<file path="config.mk">
export PLATFORM = sky130hd
export DESIGN_NAME = cordic_req_arbiter
export DESIGN_NICKNAME = d
export VERILOG_FILES = /design/src/rtl/cordic_arb_pkg.sv /design/src/rtl/rr_priority_pick.sv /design/src/rtl/cordic_req_arbiter.sv
export SDC_FILE = /design/constraint.sdc
export NUM_CORES = 1
export LEC_CHECK = 0
export ABC_CLOCK_PERIOD_IN_PS = 7000
export CAP_MARGIN = 20
export CORE_MARGIN = 2
export CORE_UTILIZATION = 42
export DETAILED_ROUTE_END_ITERATION = 16
export HOLD_SLACK_MARGIN = 0.12
export PLACE_DENSITY = 0.95
export SYNTH_ARGS = -nofsm -noshare
export SYNTH_HDL_FRONTEND = slang
export SYNTH_HIERARCHICAL = 1
export SYNTH_SLANG_ARGS = --single-unit
</file>
<file path="constraint.sdc">
create_clock -name clk -period 7 [get_ports clk]
set_input_delay 1.4 -clock clk [delete_from_list [all_inputs] [get_ports clk]]
set_output_delay 1.4 -clock clk [all_outputs]
set_load 0.02 [all_outputs]
</file>
<file path="src/rtl/cordic_arb_pkg.sv">
// Shared types and constants for the CORDIC request arbiter.
package cordic_arb_pkg;

    typedef enum logic [1:0] {
        ST_IDLE  = 2'd0,
        ST_START = 2'd1,
        ST_WAIT  = 2'd2,
        ST_RESP  = 2'd3
    } arb_state_e;

    localparam logic OP_COS = 1'b0;
    localparam logic OP_SIN = 1'b1;

    localparam int OP_CNT_W = 16;

endpackage

</file>
<file path="src/rtl/rr_priority_pick.sv">
// Combinational round-robin pick: first set request at or after ptr_i, wrapping modulo N_REQ.
module rr_priority_pick #(
    parameter int N_REQ = 4,
    parameter int IDW   = $clog2(N_REQ)
) (
    input  logic [N_REQ-1:0] req_i,
    input  logic [IDW-1:0]   ptr_i,
    output logic [N_REQ-1:0] gnt_o,
    output logic [IDW-1:0]   idx_o,
    output logic             any_o
);

    logic [IDW-1:0] cand;
    logic           found;

    // NOTE: every output and temporary gets a default before the loop, so no path leaves a value held and no latch is inferred.
    always_comb begin
        gnt_o = '0;
        idx_o = '0;
        cand  = '0;
        found = 1'b0;
        for (int k = 0; k < N_REQ; k++) begin
            cand = IDW'((int'(ptr_i) + k) % N_REQ);
            if (!found && req_i[cand]) begin
                found       = 1'b1;
                gnt_o[cand] = 1'b1;
                idx_o       = cand;
            end
        end
        any_o = found;
    end

endmodule

</file>
<file path="src/rtl/cordic_req_arbiter.sv">
// Round-robin scheduler sharing one CORDIC core among N_REQ clients, one operation at a time.
module cordic_req_arbiter
    import cordic_arb_pkg::*;
#(
    parameter int N_REQ = 4,
    parameter int W     = 32,
    parameter int IDW   = $clog2(N_REQ)
) (
    input  logic                  clk,
    input  logic                  reset,
    input  logic [N_REQ-1:0]      req_valid,
    input  logic [N_REQ-1:0]      req_op,
    input  logic [N_REQ*W-1:0]    req_angle,
    output logic [N_REQ-1:0]      req_ready,
    output logic [N_REQ-1:0]      rsp_valid,
    output logic [W-1:0]          rsp_data,
    input  logic [N_REQ-1:0]      rsp_ack,
    output logic                  cordic_beg,
    output logic                  cordic_operation,
    output logic [W-1:0]          cordic_angle,
    input  logic                  cordic_ready,
    input  logic [W-1:0]          cordic_result,
    output logic                  cordic_ack,
    output logic                  busy,
    output logic [IDW-1:0]        grant_id,
    output logic [OP_CNT_W-1:0]   op_count
);

    arb_state_e            state_q, state_d;
    logic [IDW-1:0]        ptr_q, ptr_d;
    logic [IDW-1:0]        grant_id_q, grant_id_d;
    logic                  op_q, op_d;
    logic [W-1:0]          angle_q, angle_d;
    logic [W-1:0]          result_q, result_d;
    logic [OP_CNT_W-1:0]   op_count_q, op_count_d;

    logic [N_REQ-1:0]      pick_gnt;
    logic [IDW-1:0]        pick_idx;
    logic                  pick_any;
    logic [IDW-1:0]        next_ptr;

    rr_priority_pick #(
        .N_REQ (N_REQ),
        .IDW   (IDW)
    ) u_pick (
        .req_i (req_valid),
        .ptr_i (ptr_q),
        .gnt_o (pick_gnt),
        .idx_o (pick_idx),
        .any_o (pick_any)
    );

    assign next_ptr = (grant_id_q == IDW'(N_REQ - 1)) ? '0 : grant_id_q + 1'b1;

    always_comb begin
        state_d    = state_q;
        ptr_d      = ptr_q;
        grant_id_d = grant_id_q;
        op_d       = op_q;
        angle_d    = angle_q;
        result_d   = result_q;
        op_count_d = op_count_q;
        unique case (state_q)
            ST_IDLE: begin
                if (pick_any) begin
                    grant_id_d = pick_idx;
                    op_d       = req_op[pick_idx];
                    angle_d    = req_angle[pick_idx*W +: W];
                    state_d    = ST_START;
                end
            end
            ST_START: state_d = ST_WAIT;
            ST_WAIT: begin
                if (cordic_ready) begin
                    result_d = cordic_result;
                    if (op_count_q != '1) op_count_d = op_count_q + 1'b1;
                    state_d  = ST_RESP;
                end
            end
            ST_RESP: begin
                // Only the owner's acknowledge releases the result; other bits are ignored.
                if (rsp_ack[grant_id_q]) begin
                    ptr_d   = next_ptr;
                    state_d = ST_IDLE;
                end
            end
            default: state_d = ST_IDLE;
        endcase
    end

    // NOTE: state registers use non-blocking assignments so every flop samples the pre-edge values of its peers.
    always_ff @(posedge clk) begin
        if (reset) begin
            state_q    <= ST_IDLE;
            ptr_q      <= '0;
            grant_id_q <= '0;
            op_q       <= OP_COS;
            angle_q    <= '0;
            result_q   <= '0;
            op_count_q <= '0;
        end else begin
            state_q    <= state_d;
            ptr_q      <= ptr_d;
            grant_id_q <= grant_id_d;
            op_q       <= op_d;
            angle_q    <= angle_d;
            result_q   <= result_d;
            op_count_q <= op_count_d;
        end
    end

    assign req_ready        = (state_q == ST_IDLE) ? pick_gnt : '0;
    assign rsp_valid        = (state_q == ST_RESP) ? (N_REQ'(1) << grant_id_q) : '0;
    assign rsp_data         = result_q;
    assign cordic_beg       = (state_q == ST_START);
    assign cordic_operation = op_q;
    assign cordic_angle     = angle_q;
    assign cordic_ack       = (state_q == ST_WAIT) && cordic_ready;
    assign busy             = (state_q != ST_IDLE);
    assign grant_id         = grant_id_q;
    assign op_count         = op_count_q;

endmodule

</file>
# Yosys cells after proc, flatten, opt, wreduce, memory -nomap -nowiden
# Index checks and enable logic that the tools add are counted.
# word_totals
inputBits,175
romBits,0
latch_bits,0
mem_count,0
ff_bits,87
ram_bits,0
# op_classes
div,0
n_eq_ne,8
n_shift,2
n_mul,0
add_sub_neg,5
n_reduce_logical,18
bitwise_logic,3
magnitude_cmp,10
n_mux,39
# ops
operator,count
128-bit by 8-bit indexed part select with 32-bit output,1
4-bit two-way mux,6
"2-bit by 3-bit less-than comparator with 1-bit output, second input constant",6
"16-bit by 1-bit adder with 16-bit output, second input constant",1
2-bit two-way mux,8
"16-bit inequality test, second input constant",1
1-bit two-way mux,14
1-bit binary-select mux with 2-bit select,6
4-bit bitwise OR,3
1-bit demux with 2-bit select,4
"2-bit by 1-bit greater-or-equal comparator with 1-bit output, second input constant",4
1-bit logical AND,8
2-bit case mux with 4 select lines,1
"2-bit == test, second input constant",3
"2-bit inequality test, second input constant",3
2-bit AND reduction,3
3-bit AND reduction,2
"2-bit by 1-bit adder with 2-bit output, second input constant",2
"2-bit adder, second input constant",2
"1-bit by 2-bit left shift with 4-bit output, first input constant",1
1-bit logical NOT,3
"2-bit by 1-bit == test with 1-bit output, second input constant",1
2-bit logical NOT,1
2-bit nonzero test,1

# Longest topological paths before layout
# logic_depth
depth_word,14
depth_mapped,13

# By module
# The synthesis kept the hierarchy.
# modules_own_cells
module,n_inst,cells_each,seq_area_each_um2,area_each_um2
cordic_req_arbiter,1,485,1741.7,4346.7
rr_priority_pick,1,45,0.0,419.2

# Worst setup path after synthesis
# OpenSTA, ideal clock, no wires.
# synth_timing
path_kind,input port to output port
startpoint,input req_valid[2]
endpoint,output req_ready[0]
arrival_ps,2732
n_path_buf,1
path_slack_ps,2868
path_stages,6
path_cell_list,mux4_2 > buf_6 > nor4b_4 > a22oi_1 > o21ai_0 > and2_1
# synth_between
elab_chain_cells,13
elab_cells_between_ends,25
cone_classes,16 x mux; 3 x bitwise; 6 x reduce/logical
# synth_rtl
item,line_no,rtl
from (decl),cordic_req_arbiter.sv:11,"input logic [N_REQ-1:0] req_valid,"
1-bit binary-select mux with 2-bit select,rr_priority_pick.sv:24,if (!found && req_i[cand]) begin
1-bit two-way mux (implied by the code),rr_priority_pick.sv:24,
1-bit two-way mux,rr_priority_pick.sv:24,
1-bit logical NOT,rr_priority_pick.sv:24,
1-bit logical AND,rr_priority_pick.sv:24,
1-bit two-way mux,rr_priority_pick.sv:24,
1-bit logical NOT,rr_priority_pick.sv:24,
1-bit logical AND,rr_priority_pick.sv:24,
1-bit two-way mux,rr_priority_pick.sv:24,
1-bit logical NOT,rr_priority_pick.sv:24,
1-bit logical AND,rr_priority_pick.sv:24,
4-bit two-way mux (*),rr_priority_pick.sv:24,
named net pick_gnt[0],cordic_req_arbiter.sv:37,logic [N_REQ-1:0] pick_gnt;
4-bit two-way mux (*),cordic_req_arbiter.sv:112,assign req_ready = (state_q == ST_IDLE) ? pick_gnt : '0;
to (decl),cordic_req_arbiter.sv:14,"output logic [N_REQ-1:0] req_ready,"
# The timed path passes the listed nets; every way through them passes the cells marked *. The select of a mux whose other input is x is not followed.

# Worst setup path after layout
# layout_timing
startpoint,input req_valid[3]
endpoint,output req_ready[0]
# Same word-level chain as after synthesis.

==> results.md <==
* Status: finished clean
* Element type at the critical path end: output port
* Layout cells sized above 1 at between 8 and 9%
* Setup TNS at 0 ns
* Final Core Density at around 71%
* Gr usage total at between 20 and 30%
* Post-CTS Hold Buffers at 0
* Critical path launch point type: input port
* DRC Markers at 0
* Initial Util at a little over two fifths
* Clk slew on worst S/H paths at about 0.060 ns
* CP Data Arrival Time at approximately 4 ns
* Busiest grt layer: met2
* Core Region at 10,900 um2
* Final WS setup at around 1.6 ns
* Hold slack at 0.454 ns
* I/O pins at between 200 and 300
* Fmax at roughly 0.19 GHz
* Fin Clk Skew at a little over 0.007 ns
* Max-slew violations at 0
* Crit path kind: in2out
* Hold Fails Final Rpt at 0
* Leak at 2.72 nW
* Syn_area_per_cell at 8.99 um2
* Worst-Margin Slew at 0.897 ns
* Fin crit share at 77.2%
* Rows at 38
* Area delta synth->final at 64.0%
* Leading area contributor after synthesis: dfxtp_1
* First-pass GRT wire length at between 20,000 and 30,000 um
* Worst skew pair latency at approximately 0.34 ns
* GP Congestion at 0.907
* Met2 Use GR at between 40% and 50%
* Die height at between 100 and 150 um
* Worst hold path stage count at 2
* Hpwl dp at around 13,000 um
* Commonest cells post-synth: 147 x nand2_1, 87 x dfxtp_1, 75 x a21oi_1, 36 x mux4_2, 23 x clkbuf_1
* Buffer count from post-CTS setup fixing at 0
* Buffers on Ports at 268
* Maximum vdd ir drop at roughly 0.17 mV
* Antenna Nets Post-Route at 0
* Met3 usage at 9.44%
* Fillers at roughly 800
* Register bit total from synthesis at 87
* Post-CTS resize count at 0
* RSZ-0062 raised after global routing: no
* CTS Buf Count at 9
* Initial antenna violation count at 1
* Placed Cells at 908
* Post-Route WL at 17,300 um
* Iter 0 DRT Violations at 340
* Synthesized Nets at 720
* Post-synthesis sequential area ratio at roughly 37%
* Yosys top cell area share at a little over a third
* Clock root cell: clkbuf_16
* Htree depth at 3
* Yosys cell types at 53
* Drt pass-1 iters at 5
* Number of vias per cell at between 5 and 6
* Crit path required time at 5.60 ns
* Detailed-route via count at approximately 5,300
* Worst Path Max Fanout at 13
* Worst r2r path cells at 10
* Clk sinks at 87
* Nets at 970
* PwrDens at 262 nW/um2
* Die area at 12,200 um2
* Rel. slew slack at 40.2%
* Grt ovf at 0
* Drt wl/cell at approximately 19 um
* Yosys warnings at 6
* Met1 GRT Util at between 20 and 30%
* Most used DFF post-synth: dfxtp_1
* CTS tree: done
* Setup violators final at 0
* Min cycle time layout at 5.40 ns
* Synth top area cells: dfxtp_1 37%, mux4_2 17%, nand2_1 12%, a21oi_1 7.9%, ha_1 3.9%
* Most frequent cell after synthesis: nand2_1
* Vias in the first global route at ~5,500
* Hold Path Class: reg2reg
* EDFF count, synth at 0
* Largest net degree at the start of global routing at 85
* CTS max path bufs at 2
* Non-Filler Instances at about 930
* Die Span X at roughly 110 um
* Gate Count Post-Synth at 530
* Async SR Flop Fraction at 0%
* Place WS at about 1.6 ns
* Max Cap Violations at 0
* Mapped cell area at approximately 4800 um2
==> critical path, cell delays in order <==
cell and delay (ns):
clkdlybuf4s50_1 0.48, mux4_2 0.66, nor4b_4 0.44, a22oi_1 0.12, o21ai_0 0.12, and2_1 0.17, clkdlybuf4s50_1 0.60
==> logic make-up (layout without fill, tap and decap cells) <==
family,after synthesis,in the layout,synth area share [%]
AOI/OAI and AO/OA,120,120,15.0
adders and majority gates,15,15,3.94
buffers and inverters,52,307,4.86
DFF,87,87,36.5
muxes,42,42,19.0
other,0,1,0
and+or+nand+nor,214,214,20.7
==> registers in the layout, indices dropped and copies added (netlist names) <==
register / flops
cordic_angle: 32
cordic_operation: 1
grant_id: 2
op_count: 16
ptr_q: 2
rsp_data: 32
state_q: 2
==> metrics by stage <==
step           cell area (um2)  total power [mW]
3_3_place_gp              7510              1.54
4_1_cts                   7780              2.03
2_1_floorplan             4770              1.18
5_1_grt                   7810              2.15
6_report                  7810              2.05
3_5_place_dp              7510              1.58
==> final timing paths <==
path,start,slack [ns],to
setup / recovery,req_valid[3],1.60,req_ready[0]
hold / removal,rsp_data[16],0.45,rsp_data[16]
setup reg to reg,ptr_q[0],3.18,cordic_angle[19]
hold reg to reg,rsp_data[16],0.45,rsp_data[16]
==> power by group <==
part	internal (mW)	total [mW]	leakage [nW]	switching, mW
sequential	0.586	0.650	0.709	0.0641
combinational	0.458	0.950	1.88	0.492
clock	0.259	0.449	0.136	0.190
==> area by class of cell <==
cell class / count / area, um2 / area share (%)
multi-input combinational: 391 / 2810 / 35.9
timing repair buffer: 275 / 2750 / 35.2
sequential: 87 / 1740 / 22.3
clock buffer: 13 / 260 / 3.33
tap: 140 / 175 / 2.24
inverter: 16 / 60.1 / 0.769
clock inverter: 3 / 17.5 / 0.224
antenna: 1 / 2.50 / 0.0320
==> placed cells by master (no fill, tap or decap), types with 5 or more instances in the layout <==
cell / synthesis / routed
a21oi_1: 75 / 75
a22oi_1: 8 / 8
and2_1: 9 / 9
and3_1: 5 / 5
buf_4: 5 / 6
clkbuf_16: 0 / 9
clkdlybuf4s50_1: 0 / 267
dfxtp_1: 87 / 87
ha_1: 15 / 15
inv_1: 15 / 15
mux4_2: 36 / 36
nand2_1: 147 / 147
nand3_1: 10 / 10
nand4_1: 10 / 10
nor2_1: 7 / 7
nor3_1: 5 / 5
o21ai_0: 10 / 10
==> metal layers <==
layer  vias to the layer above  routed length (um)
met1                      2468                5680
met2                       318                9010
met5                         -                   0
met3                        74                1670
li1                       2410                   -
met4                         0                 933
No activity file was read; power rests on OpenSTA's default activity.
